==> src/rtl/instr_fetch_sequencer.sv <==
// Program-counter sequencer: feeds the instruction memory address port and presents fetched words
// to decode over valid/ready. Optional address bounds check enabled by IFC_BOUNDS_CHECK_EN.
module instr_fetch_sequencer #(
    parameter int unsigned ADDR_W     = 10,
    parameter int unsigned DATA_W     = 32,
    parameter int unsigned PROG0_BASE = 0,
    parameter int unsigned PROG1_BASE = 15,
    parameter int unsigned LAST_ADDR  = 80,
    parameter int unsigned CNT_W      = 16
) (
    input  logic              clock,
    input  logic              reset_n,
    input  logic              start,
    input  logic              prog_sel,
    output logic [ADDR_W-1:0] imem_addr,
    input  logic [DATA_W-1:0] imem_data,
    output logic [DATA_W-1:0] instr,
    output logic [ADDR_W-1:0] instr_pc,
    output logic              instr_valid,
    input  logic              instr_ready,
    input  logic              redirect,
    input  logic [ADDR_W-1:0] redirect_target,
    input  logic              halt,
    output logic              busy,
    output logic              fault,
    output logic [CNT_W-1:0]  retired
);

    localparam logic [1:0] StIdle  = 2'd0;
    localparam logic [1:0] StRun   = 2'd1;
    localparam logic [1:0] StHalt  = 2'd2;
    localparam logic [1:0] StFault = 2'd3;

    localparam logic [ADDR_W-1:0] Prog0Base = ADDR_W'(PROG0_BASE);
    localparam logic [ADDR_W-1:0] Prog1Base = ADDR_W'(PROG1_BASE);

    if ((LAST_ADDR >> ADDR_W) != 0) begin : gen_last_addr_check
        $error("LAST_ADDR lies outside the instruction address space");
    end

    logic [1:0]        state_q, state_d;
    logic [ADDR_W-1:0] fetch_pc_q;
    logic [CNT_W-1:0]  retired_q, retired_d;
    logic [ADDR_W-1:0] next_pc;
    logic              running;
    logic              accept;
    logic              out_of_range;

    assign running     = (state_q == StRun);
    assign instr_valid = running & ~redirect & ~halt;
    assign accept      = instr_valid & instr_ready;
    assign instr       = imem_data;
    assign instr_pc    = fetch_pc_q;
    assign busy        = running;
    assign retired     = retired_q;

    // Redirect wins over sequential advance; a stall re-reads the same word so instr holds.
    always_comb begin
        next_pc = fetch_pc_q;
        if (redirect) begin
            next_pc = redirect_target;
        end else if (accept) begin
            next_pc = fetch_pc_q + ADDR_W'(1);
        end
    end

`ifdef IFC_BOUNDS_CHECK_EN
    localparam logic [ADDR_W-1:0] LastAddr = ADDR_W'(LAST_ADDR);

    logic fault_q, fault_d;

    assign out_of_range = running & (next_pc > LastAddr);
    assign fault        = fault_q;
`else
    assign out_of_range = 1'b0;
    assign fault        = 1'b0;
`endif

    // Out-of-range addresses are never issued: fetch_pc keeps its last legal value.
    always_comb begin
        if (!running) begin
            if (start) begin
                imem_addr = prog_sel ? Prog1Base : Prog0Base;
            end else begin
                imem_addr = fetch_pc_q;
            end
        end else if (out_of_range) begin
            imem_addr = fetch_pc_q;
        end else begin
            imem_addr = next_pc;
        end
    end

    always_comb begin
        state_d   = state_q;
        retired_d = retired_q;
`ifdef IFC_BOUNDS_CHECK_EN
        fault_d   = fault_q;
`endif
        case (state_q)
            StRun: begin
                if (halt) begin
                    state_d = StHalt;
                end else if (out_of_range) begin
                    state_d = StFault;
`ifdef IFC_BOUNDS_CHECK_EN
                    fault_d = 1'b1;
`endif
                end
                if (accept && (retired_q != {CNT_W{1'b1}})) begin
                    retired_d = retired_q + CNT_W'(1);
                end
            end
            default: begin
                if (start) begin
                    state_d   = StRun;
                    retired_d = '0;
`ifdef IFC_BOUNDS_CHECK_EN
                    fault_d   = 1'b0;
`endif
                end
            end
        endcase
    end

    always_ff @(posedge clock or negedge reset_n) begin
        if (!reset_n) begin
            state_q    <= StIdle;
            fetch_pc_q <= '0;
            retired_q  <= '0;
        end else begin
            state_q    <= state_d;
            fetch_pc_q <= imem_addr;
            retired_q  <= retired_d;
        end
    end

`ifdef IFC_BOUNDS_CHECK_EN
    always_ff @(posedge clock or negedge reset_n) begin
        if (!reset_n) begin
            fault_q <= 1'b0;
        end else begin
            fault_q <= fault_d;
        end
    end
`endif

endmodule

==> config.mk <==
export PLATFORM = sky130hd
export DESIGN_NAME = instr_fetch_sequencer
export DESIGN_NICKNAME = d
export VERILOG_FILES = /design/src/rtl/instr_fetch_sequencer.sv
export SDC_FILE = /design/constraint.sdc
export NUM_CORES = 1
export LEC_CHECK = 0
export CORE_MARGIN = 4
export CORE_UTILIZATION = 41
export DETAILED_ROUTE_END_ITERATION = 12
export PLACE_DENSITY = 0.85
export REMOVE_ABC_BUFFERS = 1
export SKIP_LAST_GASP = 1
export SLEW_MARGIN = 20
export SYNTH_ARGS = -nofsm -noshare
export SYNTH_HDL_FRONTEND = slang
export SYNTH_SLANG_ARGS = --single-unit
==> constraint.sdc <==
create_clock -name clock -period 3.82 [get_ports clock]
set_input_delay 0.764 -clock clock [delete_from_list [all_inputs] [get_ports clock]]
set_output_delay 0.764 -clock clock [all_outputs]
set_load 0.05 [all_outputs]
# After elaboration in Yosys (flattened, before gate mapping)
# Cells that the tools add are included.
[op_classes]
n_addsub = 2
eq_ne = 4
mux = 11
bitwise = 5
n_reduce_logical = 4
[ops]
columns = ["op", "count"]
rows = [
  ["two-way mux 16 bit", 3],
  ["two-way mux 10 bit", 4],
  ["adder 16 x 1 -> 16 bit, second input constant", 1],
  ["!= test 16 bit, second input constant", 1],
  ["adder 10 x 1 -> 10 bit, second input constant", 1],
  ["two-way mux 2 bit", 3],
  ["two-way mux 4 bit", 1],
  ["AND reduction 2 bit", 2],
  ["AND 1 bit", 3],
  ["equality test 2 x 1 -> 1 bit, second input constant", 1],
  ["!= test 2 x 1 -> 1 bit, second input constant", 1],
  ["!= test 2 bit, second input constant", 1],
  ["NOT 1 bit", 2],
  ["nonzero test 2 bit", 1],
  ["logical AND 1 bit", 1],
]
[word_totals]
ff_bits = 28
input_bits = 49
output_inout_bits = 71
word_cells = 29

# Longest topological paths before layout
[logic_depth]
word_depth = 7
depth_mapped = 7
ltp_nobuf = 5

# Worst setup path after synthesis
# No wires, ideal clock.
[synth_path]
kind = "input-to-output"
startpoint = "input redirect"
endpoint = "output imem_addr[2]"
arrival_time_ns = 3.174
t_required_ns = 3.056
path_slack_ns = -0.118
path_stages = 6
path_buffers = 1
cell_sequence = "or4b_4 > inv_2 > buf_6 > nand3_1 > xor2_1 > a221oi_1"
[synth_via]
elab_chain_len = 7
[synth_rtl]
columns = ["item", "line_no", "text"]
rows = [
  ["start: declaration", "21", "input logic redirect,"],
  ["NOT 1 bit", "50", "assign instr_valid = running & ~redirect & ~halt;"],
  ["AND 1 bit (2 in series)", "50", ""],
  ["named net instr_valid", "19", "output logic instr_valid,"],
  ["AND 1 bit", "51", "assign accept = instr_valid & instr_ready;"],
  ["two-way mux 10 bit", "62", "end else if (accept) begin"],
  ["two-way mux 10 bit", "60", "if (redirect) begin"],
  ["two-way mux 10 bit", "81", "if (!running) begin"],
  ["end: declaration", "15", "output logic [ADDR_W-1:0] imem_addr,"],
]
# The timed path passes the listed nets, and every way through them passes these cells.

# Worst setup path in the final report
[layout_path]
startpoint = "input halt"
endpoint = "output imem_addr[7]"
[layout_via]
elab_chain_len = 6
[layout_rtl]
columns = ["item", "line_no", "text"]
rows = [
  ["start: declaration", "23", "input logic halt,"],
  ["NOT 1 bit", "50", ""],
  ["AND 1 bit", "50", ""],
  ["AND 1 bit", "51", ""],
  ["two-way mux 10 bit", "62", ""],
  ["two-way mux 10 bit", "60", ""],
  ["two-way mux 10 bit", "81", ""],
]
# Every way passes these cells.

==> key figures <==
Clock network
  – Root Driver: clkbuf_8
  – CTS tree: yes
  – CTS buffer count: 3
  – Setup bufs post-CTS: 0
  – Clock tree buffer depth: 2
  – Num Clock Sinks: 28
  – H-tree levels: 1
  – Clock latency on the worst-skew pair: 0.28 ns
  – CTS clk-pin slew, worst paths: 0.10 ns
  – Hold Buf Count CTS: 0
  – Cts repair resizes: 0

Flow run
  – MaxCap Viol Count: 0

GRT
  – GRT Residual Overflow: 0
  – Initial antenna violation count: 0
  – Tot GR Track Use: 21.3%
  – Largest net degree at the start of global routing: 29
  – Vias in the first global route: 1,935
  – First-pass GRT wire length: 10,200 um

Synthesis
  – Post-synth top area share: 34.1%
  – Synth top area cells: dfrtp_1, buf_4, nand3_1, mux2i_1, o21ai_0
  – Post-synth top flop: dfrtp_1
  – Syn Area/Cell: 8.81 sq um
  – Compound-Gate Fraction of Synth Area: 20.7%
  – Synthesized instance count: 233
  – Post-Synth Adder-Cell Area: 1.22%
  – Fraction of synthesized area in multiplexers: 2.93%
  – Post-synthesis simple-gate area fraction: 22.1%
  – Post-synth EDFFs: 0
  – Synth warn: 0
  – Mapped cell area: 2050 sq um
  – Seq/Total Area, Yosys: 34.1%
  – Synth Register Bits: 28
  – Cell taking the most area after synthesis: dfrtp_1
  – Post-Synth XOR/XNOR Area: 2.13%
  – Distinct cells, synth: 54
  – Async SR Flop Fraction: 100%
  – Main combinational cell family by area after synthesis: simple AND/OR/NAND/NOR gates

Worst setup path
  – Critical path fanouts, max: 8
  – R2r worst-path depth: 5
  – Crit path DAT: 2.89 ns
  – Flop2flop setup slack: 1.63 ns
  – Crit path buffers/inverters: 3
  – RR Endpoint: retired[11]$_DFFE_PN0P_
  – Critical Path Sink Type: output port
  – Worst Setup Start Kind: input pin
  – Cell family with most CP delay: buffers and inverters
  – WS Path Type: input pin to output port
  – CP cell instances: clkdlybuf4s50_1 -> or4b_4 -> inv_2 -> nand4_1 -> xnor2_1 -> o31ai_1 -> buf_12
  – Crit-path slowest cell: or4b_4
  – Crit path largest cell delay: 0.59 ns
  – RR Startpoint: state_q[0]$_DFFE_PN0P_
  – Critical Path RT: 3.06 ns

Routing
  – Via-per-instance ratio: 5.93
  – DRT Wirelength: 6260 um
  – Routed WL per cell: 19.5 um
  – DRT Pass-1 Iters: 4
  – DR iter-0 viols: 107
  – DRT antenna net count: 0
  – Drt drc: 0
  – Vias after detailed routing: 1,903

Cells and area
  – Synth-to-Final Area Change: 25.8%
  – Fill count: 413
  – Most frequent cells in the layout: clkdlybuf4s50_1, dfrtp_1, nand2_1
  – N_diodes: 0
  – Finished Layout Cells: 321
  – Finished Core Util: 53.9%
  – Nets: 306
  – Proportion of layout cells with a drive suffix above 1: 11.0%
  – Area of the multi-input gates: 1010 sq um
  – Register area: 701 sq um
  – Most common cell after layout, fill and taps aside: clkdlybuf4s50_1
  – Fin area: 2580 sq um

Power and ir drop
  – Net switching share of the total power: 49.1%
  – Switch Pwr: 860 uW
  – Flop pwr share: 25.4%
  – VDD IR max: 0.495 mV
  – PwrDens: 679 nW/um^2
  – Logic gate share of total power: 60.9%
  – Clock network fraction of total power: 13.7%
  – Internal Power: 892 uW
  – Leak: 1.07 nW

Timing
  – Final Cycle Share: 95.6%
  – RSZ-0062 raised after global routing: false
  – Fmax: 274 MHz
  – Total negative slack: 0 ns
  – Worst-Margin Slew: 0.629 ns
  – Final Max Tran Viols: 0
  – Slew HR: 57.9%
  – Layout Skew: 0.00680 ns
  – Final setup viols: 0
  – Post-layout min period: 3.65 ns
  – Hold violation total from the final report: 0

Placement
  – Final Wtd Congestion: 0.902
  – Cells after DPL: 317
  – Hpwl dp: 4790 um
  – Port bufs: 54
  – Area after DPL: 2510 sq um

Floorplanning
  – IO Count: 120
  – Core Area: 4790 sq um
  – Die Area: 6200 sq um
  – Chip height: 78.7 um
  – Starting Density: 42.9%
  – Row count: 25
  – Die width: 78.7 um

Min path
  – Hold path depth: 1
  – Hold_sp: retired[8]$_DFFE_PN0P_
  – Worst Hold End: retired[8]$_DFFE_PN0P_
  – Min-Delay Path Class: flip-flop to flip-flop

Outcome
  – Status: completed
## registers in the layout, summed over array words and instances, names as in the netlist
signal / flops
instr_pc: 10
state_q: 2
retired: 16
## power groups by stage
stage | sequential [mW] | clock, mW | combinational, mW
2_1_floorplan | 0.615 | 0 | 0.444
3_3_place_gp | 0.446 | 0 | 1.05
3_5_place_dp | 0.449 | 0 | 1.07
4_1_cts | 0.443 | 0.242 | 1.07
5_1_grt | 0.459 | 0.254 | 1.12
6_report | 0.446 | 0.239 | 1.07
## through the flow
step	power (mW)	hold slack (ns)	worst slack, ns
global placement	1.50	0.509	0.216
detailed placement	1.51	0.523	0.212
finish	1.75	0.530	0.169
CTS	1.76	0.539	0.181
global route	1.84	0.574	0.0543
floorplan	1.06	0.468	-0.211
## routing by layer
| layer | part of all wire [%] | track usage (%) | up-vias |
|---|---|---|---|
| met2 | 44 | 30.4 | 99 |
| met5 | 0 | 4.55 | - |
| met1 | 44 | 28.6 | 919 |
| met4 | 0.88 | 4.02 | 0 |
| met3 | 12 | 10.9 | 7 |
| li1 | - | - | 878 |
## final cells by class
| type | instances | share of cell area (%) |
|---|---|---|
| Multi-Input combinational cell | 150 | 39.1 |
| Sequential cell | 28 | 27.1 |
| Timing Repair Buffer | 60 | 26.0 |
| Tap cell | 67 | 3.25 |
| Inverter | 12 | 1.75 |
| Clock buffer | 3 | 1.60 |
| Clock inverter | 1 | 1.16 |
## how the worst max path moves through the flow
| stage | start | to | slack (ns) | cells past startpoint |
|---|---|---|---|---|
| 3_3_place_gp | redirect | imem_addr[7] | 0.22 | 7 |
| 3_5_place_dp | redirect | imem_addr[7] | 0.21 | 7 |
| 4_1_cts | redirect | imem_addr[7] | 0.18 | 7 |
| 2_1_floorplan | redirect | imem_addr[2] | -0.21 | 5 |
| 5_1_grt | redirect | imem_addr[2] | 0.05 | 8 |
| 6_report | halt | imem_addr[7] | 0.17 | 7 |
## synth_stat cells (2+ instances only)
library cell and number:
buf_4 33, dfrtp_1 28, nand2_1 14, nand3_1 13, o21ai_0 11, inv_1 10, nor2_1 9, a21oi_1 8
a211oi_1 7, and3_1 7, a31oi_1 6, clkbuf_1 6, mux2i_1 6, and4_1 5, nand4_1 5, nor3_1 5
nand2b_1 4, xnor2_1 4, and2_1 3, buf_2 3, o21a_1 3, o22ai_1 3, or3_1 3, a211o_1 2
a41o_1 2, ha_1 2, o2111ai_1 2, o211ai_1 2, o31ai_1 2
## logic make-up (layout without fill, tap and decap cells)
kind of cell	Yosys count	after routing
adder cells (fa/ha/maj)	2	2
AND/OR/NAND/NOR	75	75
multiplexers	6	6
buffers and inverters	55	76
XOR/XNOR	5	5
flip-flops	28	28
AO/OA/AOI/OAI	61	61
other	1	1
No activity file was read; power rests on OpenSTA's default activity.
